--- src/rtl/spi_master.sv ---
// SPI mode-0 master: byte stream in, serial frames out; tx_last ends a chip-select frame.
// Latency: first sck rise CS_SETUP+HALF_PERIOD clks after accept; rx_valid follows the 8th rise.
// Backpressure: one-entry holding buffer; tx_ready drops when it is full or once a last byte is taken.
module spi_master #(
  parameter int HALF_PERIOD = 4,
  parameter int CS_SETUP    = 2,
  parameter int CS_HOLD     = 2,
  parameter int CS_IDLE     = 2
) (
  input  logic       clk,
  input  logic       rst_n,
  output logic       sck,
  output logic       mosi,
  input  logic       miso,
  output logic       n_cs,
  input  logic [7:0] tx_data,
  input  logic       tx_valid,
  input  logic       tx_last,
  output logic       tx_ready,
  output logic [7:0] rx_data,
  output logic       rx_valid,
  output logic       busy
);

  typedef enum logic [2:0] {
    S_IDLE,
    S_SETUP,
    S_LOW,
    S_HIGH,
    S_HOLD,
    S_GAP
  } state_t;

  // Terminal counts for the shared 8-bit phase counter.
  localparam logic [7:0] HP_END    = 8'(HALF_PERIOD - 1);
  localparam logic [7:0] SETUP_END = 8'(CS_SETUP - 1);
  localparam logic [7:0] HOLD_END  = 8'(CS_HOLD - 1);
  localparam logic [7:0] IDLE_END  = 8'(CS_IDLE - 1);

  state_t      r_state;
  logic [7:0]  r_cnt;
  logic [2:0]  r_bit;
  logic [7:0]  r_shift_tx;
  logic [7:0]  r_shift_rx;
  logic        r_cur_last;   // byte on the wire closes the frame
  logic [7:0]  r_buf_dat;
  logic        r_buf_vld;
  logic        r_buf_last;
  logic        r_last_seen;  // some accepted byte of this frame carried tx_last
  logic        r_wait;       // byte boundary reached with nothing queued; sck parked low
  logic        r_sck;
  logic        r_mosi;
  logic        r_n_cs;
  logic        r_tx_ready;
  logic [7:0]  r_rx_data;
  logic        r_rx_valid;
  logic        r_busy;

  logic        w_accept;
  logic        w_hp_done;
  logic [7:0]  w_rx_next;

  assign w_accept  = tx_valid && r_tx_ready;
  assign w_hp_done = (r_cnt == HP_END);
  assign w_rx_next = {r_shift_rx[6:0], miso};

  assign sck      = r_sck;
  assign mosi     = r_mosi;
  assign n_cs     = r_n_cs;
  assign tx_ready = r_tx_ready;
  assign rx_data  = r_rx_data;
  assign rx_valid = r_rx_valid;
  assign busy     = r_busy;

  // Frame sequencer: chip-select timing, sck generation, shifting and the holding buffer.
  always_ff @(posedge clk) begin
    if (!rst_n) begin
      r_state     <= S_IDLE;
      r_cnt       <= 8'd0;
      r_bit       <= 3'd0;
      r_shift_tx  <= 8'd0;
      r_shift_rx  <= 8'd0;
      r_cur_last  <= 1'b0;
      r_buf_dat   <= 8'd0;
      r_buf_vld   <= 1'b0;
      r_buf_last  <= 1'b0;
      r_last_seen <= 1'b0;
      r_wait      <= 1'b0;
      r_sck       <= 1'b0;
      r_mosi      <= 1'b0;
      r_n_cs      <= 1'b1;
      r_tx_ready  <= 1'b0;
      r_rx_data   <= 8'd0;
      r_rx_valid  <= 1'b0;
      r_busy      <= 1'b0;
    end else begin
      r_rx_valid <= 1'b0;

      // Outside IDLE an accepted byte lands in the holding buffer; branches that
      // put it straight onto the wire override the buffer flags below.
      if (w_accept && (r_state != S_IDLE)) begin
        r_buf_dat   <= tx_data;
        r_buf_last  <= tx_last;
        r_buf_vld   <= 1'b1;
        r_tx_ready  <= 1'b0;
        r_last_seen <= r_last_seen | tx_last;
      end

      case (r_state)
        S_IDLE: begin
          r_tx_ready <= 1'b1;
          r_busy     <= 1'b0;
          if (w_accept) begin
            r_state     <= S_SETUP;
            r_n_cs      <= 1'b0;
            r_mosi      <= tx_data[7];
            r_shift_tx  <= tx_data;
            r_cur_last  <= tx_last;
            r_last_seen <= tx_last;
            r_tx_ready  <= !tx_last;
            r_busy      <= 1'b1;
            r_cnt       <= 8'd0;
            r_bit       <= 3'd0;
            r_wait      <= 1'b0;
          end
        end

        S_SETUP: begin
          if (r_cnt == SETUP_END) begin
            r_state <= S_LOW;
            r_cnt   <= 8'd0;
          end else begin
            r_cnt <= r_cnt + 8'd1;
          end
        end

        S_LOW: begin
          if (r_wait) begin
            // Late byte: load directly, then time a full low phase from the next cycle.
            if (w_accept) begin
              r_shift_tx  <= tx_data;
              r_mosi      <= tx_data[7];
              r_cur_last  <= tx_last;
              r_last_seen <= tx_last;
              r_buf_vld   <= 1'b0;
              r_tx_ready  <= !tx_last;
              r_wait      <= 1'b0;
              r_cnt       <= 8'd0;
            end
          end else if (w_hp_done) begin
            r_sck      <= 1'b1;
            r_state    <= S_HIGH;
            r_cnt      <= 8'd0;
            r_shift_rx <= w_rx_next;
            if (r_bit == 3'd7) begin
              r_rx_data  <= w_rx_next;
              r_rx_valid <= 1'b1;
            end
          end else begin
            r_cnt <= r_cnt + 8'd1;
          end
        end

        S_HIGH: begin
          if (w_hp_done) begin
            r_sck   <= 1'b0;
            r_cnt   <= 8'd0;
            r_bit   <= r_bit + 3'd1;
            r_state <= S_LOW;
            if (r_bit != 3'd7) begin
              r_mosi     <= r_shift_tx[6];
              r_shift_tx <= {r_shift_tx[6:0], 1'b0};
            end else if (r_cur_last) begin
              r_state <= S_HOLD;
            end else if (r_buf_vld) begin
              r_shift_tx <= r_buf_dat;
              r_mosi     <= r_buf_dat[7];
              r_cur_last <= r_buf_last;
              r_buf_vld  <= 1'b0;
              r_tx_ready <= !r_last_seen;
            end else if (w_accept) begin
              // Byte arriving exactly at the boundary goes straight onto the wire.
              r_shift_tx  <= tx_data;
              r_mosi      <= tx_data[7];
              r_cur_last  <= tx_last;
              r_last_seen <= tx_last;
              r_buf_vld   <= 1'b0;
              r_tx_ready  <= !tx_last;
            end else begin
              r_wait <= 1'b1;
            end
          end else begin
            r_cnt <= r_cnt + 8'd1;
          end
        end

        S_HOLD: begin
          r_tx_ready <= 1'b0;
          if (r_cnt == HOLD_END) begin
            r_n_cs  <= 1'b1;
            r_state <= S_GAP;
            r_cnt   <= 8'd0;
          end else begin
            r_cnt <= r_cnt + 8'd1;
          end
        end

        S_GAP: begin
          r_tx_ready <= 1'b0;
          if (r_cnt == IDLE_END) begin
            r_state     <= S_IDLE;
            r_tx_ready  <= 1'b1;
            r_last_seen <= 1'b0;
            r_busy      <= 1'b0;
            r_cnt       <= 8'd0;
          end else begin
            r_cnt <= r_cnt + 8'd1;
          end
        end

        default: begin
          r_state <= S_IDLE;
        end
      endcase
    end
  end

endmodule

--- config.mk ---
export PLATFORM = sky130hd
export DESIGN_NAME = spi_master
export DESIGN_NICKNAME = d
export VERILOG_FILES = /design/src/rtl/spi_master.sv
export SDC_FILE = /design/constraint.sdc
export NUM_CORES = 1
export LEC_CHECK = 0
export ABC_AREA = 1
export BUFFER_PORTS_ARGS = -buffer_cell sky130_fd_sc_hd__buf_2
export CORE_ASPECT_RATIO = 1.5
export CORE_MARGIN = 2
export CORE_UTILIZATION = 45
export DETAILED_ROUTE_END_ITERATION = 8
export PLACE_DENSITY = 0.73
export SLEW_MARGIN = 25
export SYNTH_ARGS = -nofsm -noshare
export SYNTH_HDL_FRONTEND = slang
export SYNTH_SLANG_ARGS = --single-unit
--- constraint.sdc ---
create_clock -name clk -period 3.2 [get_ports clk]
set_clock_uncertainty 0.2 [all_clocks]
set_input_delay 0.32 -clock clk [delete_from_list [all_inputs] [get_ports clk]]
set_output_delay 0.32 -clock clk [all_outputs]
set_load 0.02 [all_outputs]
==> results of run 1 <==
## power breakdown
part	internal, mW	leakage, nW	switching [mW]
Clock	0.163	0.0467	0.251
Combinational	0.319	0.934	0.606
Sequential	0.780	0.447	0.108
Total	1.26	1.43	0.965
## cell families after synthesis
family / synth area share, %
simple gates: 34.1
compound gates: 17.7
buf+inv: 9.06
flops: 36.1
fa+ha+maj: 2.87
xor+xnor: 0.287
## worst max-delay path: stages, from the launching register on
cell      delay [ns]
dfxtp_1         0.38
ha_1            0.16
ha_1            0.23
buf_4           0.22
inv_1           0.14
o21ai_1         0.49
o211ai_1        0.16
nand3_1         0.11
nor2_1          0.05
nor2_1          0.10
## cell usage after synthesis, types with 2 or more instances
cell and n:
a211oi_1 6, a21oi_1 29, a21oi_2 2, buf_4 2, buf_6 4, clkbuf_1 7, dfxtp_1 55, ha_1 7
inv_1 40, inv_2 4, inv_4 2, nand2_1 65, nand2_2 7, nand2_4 5, nand3_1 30, nand4_1 13
nor2_1 71, nor2_2 4, nor2_4 3, nor2_8 3, nor3_1 4, o211ai_1 6, o21ai_0 47, o21ai_1 2
o21ai_2 2
## final cells by class
cell class / instances / area share [%]
clock inverters: 3 / 0.832
flip-flops and latches: 55 / 33.3
clock buffers: 5 / 2.08
repair buffers: 30 / 4.84
inverters: 47 / 5.48
well taps: 76 / 2.87
multi-input cells: 314 / 50.6
## flip-flops by register name (all words and copies together), names as in the netlist, 3 cells and up
register,flops
r_bit,3
r_buf_dat,8
r_cnt,8
r_shift_rx,7
r_shift_tx,7
r_state,3
rx_data,8
## worst max path at each step
stage                     slack, ns             to  cells past startpoint
final                          0.90           mosi                      9
after global routing           0.67  r_shift_tx[4]                      9
after global placement         1.05  r_shift_tx[2]                      9
after detailed placement       0.97  r_shift_tx[2]                      9
after floorplan                1.46     rx_data[6]                      9
after CTS                      0.93           mosi                      9
## through the flow
stage	cells	power (mW)
floorplan	431	1.63
global placement	522	1.80
detailed placement	522	1.82
CTS	530	2.24
global route	530	2.40
finish	530	2.23
## metal layers
metal / GRT usage [%] / share of wire [%]
met1: 20.5 / 40
met2: 34.3 / 53
met3: 2.80 / 4.3
met4: 8.49 / 2.7
met5: 0 / 0
==> results.json, run 1 <==
{
  "ys.flop_type": "dfxtp_1",
  "drtAntennaViolNets": 0,
  "rsz0062_at_grt": "no",
  "final_cell_mix": "nor2_1, nand2_1, dfxtp_1, o21ai_0, inv_1",
  "ys_types": 36,
  "place_hpwl_um": 4990,
  "routed_wire_length_per_instance_um": 12.9,
  "arrival_ns": 2.36,
  "clk_pin_slew_ns": 0.11,
  "final_hold_viol_count": 0,
  "fmax_mhz": 434,
  "nNetsFinal": 473,
  "pre_cts_slack_ns": 0.970,
  "cts.sinks": 55,
  "yosysSeqAreaShare_pct": 36.1,
  "async_flop_share_pct": 0,
  "critPathRequiredTime_ns": 3.26,
  "seq_area_um2": 1100,
  "cts_root_buf": "clkbuf_8",
  "reg2reg_depth": 9,
  "core_area_um2": 6530,
  "hold_depth": 3,
  "r2r_setup_slack_ns": 0.90,
  "die_area_um2": 7470,
  "grt_max_degree": 38,
  "status": "finished clean",
  "syn_inst": 431,
  "grt_pass1_vias": 2677,
  "worstHoldStart": "miso",
  "fin_ws_ns": 0.897,
  "grt_pass1_wl_um": 11500,
  "post_cts_buffers": 0,
  "place_area_um2": 3210,
  "r2r_start": "r_bit[0]",
  "groute.usage.overall_pct": 18.7,
  "clk_latency_ns": 0.32,
  "hp-class": "primary input to flop",
  "slew_viol_final": 0,
  "layout-drive-gt1-share_pct": 16.3,
  "finalCriticalPeriod_ns": 2.30,
  "irDropWorstVdd_mv": 0.326,
  "vias_per_cell": 5.45,
  "timing.rr.end": "mosi",
  "fin_tns_setup_ns": 0,
  "setup_viol": 0,
  "critPathKind": "flop to flop",
  "clockBufferDepth": 2,
  "gp_routability_congestion": 0.902,
  "yosys_warnings": 0,
  "synth_nets": 451,
  "postSynthAreaPerCell_um2": 7.08,
  "maxCapViolations": 0,
  "timing.slew.headroom_pct": 61.8,
  "synth_area_leaders": "dfxtp_1, nor2_1, nand2_1, o21ai_0, inv_1",
  "vias": 2888,
  "start_util_pct": 46.7,
  "synth.top_cell.area_share_pct": 36.1,
  "numCtsBuffers": 5,
  "synth_edf_count": 0,
  "worst_slew_pin_slew_ns": 0.570,
  "cp-end-kind": "flop",
  "final_util_pct": 50.7,
  "cts_resized": 0,
  "cts_tree": "done",
  "syn-cell-area_um2": 3050,
  "finalWirelength_um": 6840,
  "die_w_um": 71.3,
  "die_y_um": 105,
  "fill_cells": 658,
  "start_kind": "flop",
  "hold_end": "rx_data[0]",
  "finalCritPeriodShare_pct": 72.0,
  "final_cell_area_um2": 3310,
  "grt.overflow.total": 0,
  "syn2layout_area_growth_pct": 8.40,
  "drtPass1Iterations": 4,
  "antenna_found_initial": 0,
  "antennaDiodeCount": 0,
  "synth_top_area_cell": "dfxtp_1",
  "drc_errors": 0,
  "p_per_area_nw_per_um2": 673,
  "h-tree-depth": 2,
  "worstPathMaxFanout": 11,
  "multi_input_area_um2": 1680,
  "static-leakage-power_nw": 1.43,
  "ctsHoldBuffers": 0,
  "hold_slack_ns": 0.0249,
  "drt_iter0_drc": 141,
  "row_count": 36,
  "synth-seq-cells": 55,
  "layout_commonest_cell": "nor2_1",
  "portBuffers": 26,
  "ios": 27,
  "crit_path_start": "r_bit[0]"
}
Note: power is estimated with default switching activity, not from simulation.
==> run 2: changes to the inputs <==
--- a/config.mk
+++ b/config.mk
@@ -5,13 +5,13 @@
 export SDC_FILE = /design/constraint.sdc
 export NUM_CORES = 1
 export LEC_CHECK = 0
-export ABC_AREA = 1
+export ABC_AREA = 0
 export BUFFER_PORTS_ARGS = -buffer_cell sky130_fd_sc_hd__buf_2
 export CORE_ASPECT_RATIO = 1.5
 export CORE_MARGIN = 2
 export CORE_UTILIZATION = 45
 export DETAILED_ROUTE_END_ITERATION = 8
-export PLACE_DENSITY = 0.73
+export PLACE_DENSITY = 0.76
 export SLEW_MARGIN = 25
 export SYNTH_ARGS = -nofsm -noshare
 export SYNTH_HDL_FRONTEND = slang
==> constraint.sdc (replaced) <==
create_clock -name clk -period 2.07 [get_ports clk]
set_clock_uncertainty 0.2 [all_clocks]
set_input_delay 0.207 -clock clk [delete_from_list [all_inputs] [get_ports clk]]
set_output_delay 0.207 -clock clk [all_outputs]
set_load 0.02 [all_outputs]
==> results.json, run 2 <==
{
  "final_cell_mix": "nand2_1, dfxtp_1, buf_4, a21oi_1, buf_2",
  "irDropWorstVdd_mv": 0.511,
  "final_hold_viol_count": 0,
  "vias": 2989,
  "timing.slew.headroom_pct": 69.4,
  "fin_ws_ns": -0.00864,
  "cts_tree": "done",
  "start_util_pct": 46.6,
  "die_area_um2": 7010,
  "layout-drive-gt1-share_pct": 28.6,
  "place_hpwl_um": 5580,
  "finalCriticalPeriod_ns": 2.08,
  "hp-class": "primary input to flop",
  "cts_root_buf": "clkbuf_8",
  "groute.usage.overall_pct": 22.9,
  "synth.top_cell.area_share_pct": 38.6,
  "die_y_um": 102,
  "dp_cells": 467,
  "yosysMostFrequentCell": "nand2_1",
  "r2r_setup_slack_ns": -0.009,
  "async_flop_share_pct": 0,
  "antenna_found_initial": 0,
  "routed_wire_length_per_instance_um": 16.5,
  "antennaDiodeCount": 0,
  "reg2reg_depth": 5,
  "drtAntennaViolNets": 0,
  "p_per_area_nw_per_um2": 736,
  "grt.overflow.total": 0,
  "portBuffers": 26,
  "clk_latency_ns": 0.32,
  "synth_nets": 371,
  "clockBufferDepth": 2,
  "fmax_mhz": 481,
  "finalWirelength_um": 8150,
  "slew_viol_final": 0,
  "start_kind": "flop",
  "yosys_warnings": 0,
  "gp_routability_congestion": 1.03,
  "critPathRequiredTime_ns": 2.09,
  "yosysSeqAreaShare_pct": 38.6,
  "place_area_um2": 3290,
  "drtPass1Iterations": 6,
  "power_mw": 2.67,
  "status": "finished with violations",
  "drc_errors": 0,
  "cp-end-kind": "flop",
  "grt_pass1_wl_um": 13100,
  "synth-seq-cells": 55,
  "critPathKind": "flop to flop",
  "cts.sinks": 55,
  "syn2layout_area_growth_pct": 27.1,
  "synth_area_leaders": "dfxtp_1, nand2_1, a21oi_1, nand3_1, mux2i_1",
  "violations": "negative setup slack",
  "drt_iter0_drc": 208,
  "grt_pass1_vias": 2828,
  "core_area_um2": 6130,
  "clk_pin_slew_ns": 0.11,
  "layout_commonest_cell": "nand2_1",
  "numCtsBuffers": 5,
  "vias_per_cell": 6.06,
  "hold_slack_ns": 0.00490,
  "syn_inst": 351,
  "die_w_um": 69.0,
  "setup_viol": 4,
  "ios": 27,
  "worstPathMaxFanout": 4,
  "instances_no_fill": 493,
  "ys.flop_type": "dfxtp_1",
  "grt_max_degree": 31,
  "ys_types": 55,
  "row_count": 35,
  "final_cell_area_um2": 3630,
  "finalCritPeriodShare_pct": 100,
  "hold_depth": 3,
  "synth_edf_count": 0,
  "arrival_ns": 2.10,
  "fill_cells": 570,
  "worst_slew_pin_slew_ns": 0.458,
  "nNetsFinal": 438,
  "synth_top_area_cell": "dfxtp_1",
  "h-tree-depth": 2,
  "syn-cell-area_um2": 2850,
  "static-leakage-power_nw": 1.39,
  "rsz0062_at_grt": "yes",
  "yosys-top-cells-count": "nand2_1, dfxtp_1, a21oi_1, nand3_1, nor2_1",
  "maxCapViolations": 0,
  "postSynthAreaPerCell_um2": 8.13
}
[run 2: cell types whose count changed after synthesis, moves of 6 or more]
cell | previous run | this run
clkbuf_1 | 7 | 16
o21ai_0 | 47 | 10
nand2_2 | 7 | 0
nor2_1 | 71 | 19
a222oi_1 | 0 | 6
nand3_1 | 30 | 22
mux2i_1 | 0 | 9
o32ai_1 | 0 | 8
inv_1 | 40 | 8
[run 2: per-layer routing]
metal | vias to the layer above | share of wire (%) | global-route usage (%)
li1 | 1420 | - | -
met1 | 1423 | 39 | 24.2
met2 | 113 | 52 | 42.9
met3 | 33 | 4.7 | 3.48
met4 | 0 | 4.1 | 13.4
met5 | - | 0 | 0
[run 2: cell families after synthesis]
kind of cell	after synthesis	synth area share, %
simple gates	155	27.6
compound gates	92	21.7
flops	55	38.6
buf+inv	31	5.17
mux	11	3.95
fa+ha+maj	7	3.07
[run 2: final timing paths]
kind	startpoint	to
max reg2reg	r_cnt[7]	r_buf_vld
min	rst_n	r_state[0]
min reg2reg	rx_data[4]	rx_data[4]
max	r_cnt[7]	r_buf_vld
[run 2: report_power, final]
part / internal [mW] / switching, mW
logic: 0.372 / 0.468
registers: 1.13 / 0.0685
clock network: 0.240 / 0.390
[run 2: worst max-delay path, cell delays in order, from the launching register on]
cell,delay [ns]
dfxtp_2,0.36
or4_4,0.56
nor4_1,0.43
a21oi_1,0.17
o21ai_0,0.18
a21oi_1,0.08
[run 2: final cells by class]
| cell class | count | area (µm²) | area share (%) |
|---|---|---|---|
| multi-input cells | 265 | 1700 | 46.9 |
| flip-flops and latches | 55 | 1110 | 30.6 |
| repair buffers | 82 | 601 | 16.6 |
| well taps | 74 | 92.6 | 2.55 |
| clock buffers | 5 | 68.8 | 1.90 |
| inverters | 9 | 33.8 | 0.931 |
| clock inverters | 3 | 18.8 | 0.517 |
[run 2: what timing repair did]
action	4_1_cts	5_1_grt
gates resized for setup	8	17
endpoints found under the hold margin	11	0
gates cloned	0	1
setup endpoints to repair	8	33
hold buffers	10	0
buffers inserted	3	4
pin swaps	1	9
[run 2: through the flow]
step | setup TNS [ns] | utilization [%] | setup WS, ns
after floorplan | -0.00884 | - | -0.00884
after global placement | -0.0550 | 53.7 | -0.0550
after detailed placement | -0.100 | 53.7 | -0.0519
after CTS | -0.00401 | 57.7 | -0.00217
after global routing | -0.812 | 59.2 | -0.0706
final | -0.0229 | 59.2 | -0.00864
==> run 3: changes to the inputs <==
--- a/config.mk
+++ b/config.mk
@@ -6,12 +6,12 @@
 export NUM_CORES = 1
 export LEC_CHECK = 0
 export ABC_AREA = 0
-export BUFFER_PORTS_ARGS = -buffer_cell sky130_fd_sc_hd__buf_2
 export CORE_ASPECT_RATIO = 1.5
 export CORE_MARGIN = 2
 export CORE_UTILIZATION = 45
 export DETAILED_ROUTE_END_ITERATION = 8
-export PLACE_DENSITY = 0.76
+export DONT_BUFFER_PORTS = 1
+export PLACE_DENSITY_LB_ADDON = 0.1
 export SLEW_MARGIN = 25
 export SYNTH_ARGS = -nofsm -noshare
 export SYNTH_HDL_FRONTEND = slang
==> results.json, run 3 (synthesized netlist as in run 2, its figures left out) <==
{
  "clk_pin_slew_ns": 0.11,
  "ios": 27,
  "die_y_um": 102,
  "hp-class": "primary input to flop",
  "syn2layout_area_growth_pct": 32.0,
  "cp_cell_sequence": "or4_4 > or4_4 > o31ai_2 > a32o_1",
  "final_cell_area_um2": 3770,
  "hold_slack_ns": 0.0172,
  "pre_cts_slack_ns": -0.0789,
  "p_per_area_nw_per_um2": 710,
  "drt_iter0_drc": 210,
  "layout-drive-gt1-share_pct": 28.3,
  "setup_viol": 9,
  "critPathKind": "flop to flop",
  "cts.sinks": 55,
  "antenna_found_initial": 0,
  "groute.usage.overall_pct": 23.1,
  "finalCritPeriodShare_pct": 101,
  "routed_wire_length_per_instance_um": 17.0,
  "start_kind": "flop",
  "critPathRequiredTime_ns": 2.13,
  "cp-end-kind": "flop",
  "fin_tns_setup_ns": -0.0883,
  "layout_commonest_cell": "nand2_1",
  "portBuffers": 0,
  "status": "finished with violations",
  "row_count": 35,
  "place_area_um2": 3180,
  "start_util_pct": 46.6,
  "gp_routability_congestion": 0.845,
  "die_w_um": 69.0,
  "antennaDiodeCount": 0,
  "grt_max_degree": 25,
  "cpPeakStageDelay_ns": 0.57,
  "vias_per_cell": 5.98,
  "worst_slew_pin_slew_ns": 0.736,
  "grt.overflow.total": 0,
  "multi_input_area_um2": 1790,
  "slowest_stage": "or4_4",
  "final_hold_viol_count": 0,
  "cts_root_buf": "clkbuf_8",
  "seq_area_um2": 1110,
  "clockBufferDepth": 2,
  "violations": "negative setup slack",
  "static-leakage-power_nw": 1.35,
  "nNetsFinal": 429,
  "finalWirelength_um": 8220,
  "worstPathMaxFanout": 4,
  "arrival_ns": 2.15,
  "slew_viol_final": 0,
  "irDropWorstVdd_mv": 0.540,
  "grt_pass1_vias": 2817,
  "timing.slew.headroom_pct": 50.8,
  "cts_tree": "done",
  "fill_cells": 551,
  "die_area_um2": 7010,
  "drc_errors": 0,
  "place_hpwl_um": 5560,
  "clk_latency_ns": 0.31,
  "drtAntennaViolNets": 0,
  "core_area_um2": 6130,
  "vias": 2896,
  "maxCapViolations": 0,
  "finalCriticalPeriod_ns": 2.09,
  "rsz0062_at_grt": "yes",
  "fmax_mhz": 478,
  "drtPass1Iterations": 7,
  "final_cell_mix": "nand2_1, dfxtp_1, buf_4, a21oi_1, dlygate4sd3_1",
  "grt_pass1_wl_um": 13100,
  "fin_ws_ns": -0.0214,
  "crit_top_cell": "or4_4",
  "h-tree-depth": 2,
  "numCtsBuffers": 5
}
[run 3: layout make-up]
type	instances	share of cell area [%]
inverters	9	0.897
multi-input cells	265	47.6
repair buffers	73	17.3
flip-flops and latches	55	29.4
well taps	74	2.46
clock buffers	6	1.93
clock inverters	2	0.432
[run 3: power breakdown]
part | internal (mW) | total [mW] | switching, mW | leakage, nW
combinational | 0.386 | 0.849 | 0.463 | 0.856
clock | 0.244 | 0.624 | 0.380 | 0.0418
sequential | 1.13 | 1.20 | 0.0713 | 0.448
total | 1.76 | 2.68 | 0.914 | 1.35
[run 3: critical path, delay by kind of cell, from the launching register on]
| kind | cells | cell delay [ns] |
|---|---|---|
| AOI/OAI and AO/OA | 2 | 0.40 |
| DFF | 1 | 0.34 |
| and+or+nand+nor | 2 | 1.09 |
[run 3: worst paths after layout]
check	start	endpoint	slack, ns	depth (start not counted)
max	r_cnt[5]	tx_ready	-0.02	4
min	tx_data[5]	r_shift_tx[5]	0.02	2
min reg2reg	r_buf_dat[2]	r_buf_dat[2]	0.26	2
max reg2reg	r_cnt[5]	tx_ready	-0.02	4
[run 3: timing repair]
action	CTS	global route
buffers inserted	3	11
endpoints found under the hold margin	32	0
hold buffers	18	0
endpoints found under the setup margin	11	36
resized for setup	8	34
pin swaps	3	18
gates cloned	0	1
[run 3: metal layers]
layer | vias to the layer above | wire, µm | track usage, %
met5 | - | 0 | 0
met3 | 23 | 355 | 3.88
li1 | 1409 | - | -
met1 | 1389 | 3220 | 26.5
met4 | 0 | 276 | 11.3
met2 | 75 | 4370 | 41.4
[run 3: per-stage QoR]
stage	power [mW]	utilization, %	cells
after global placement	1.91	51.9	443
final	2.68	61.4	484
after CTS	2.62	57.5	472
after detailed placement	1.92	51.9	443
after floorplan	1.69	-	351
after global routing	2.81	61.4	484
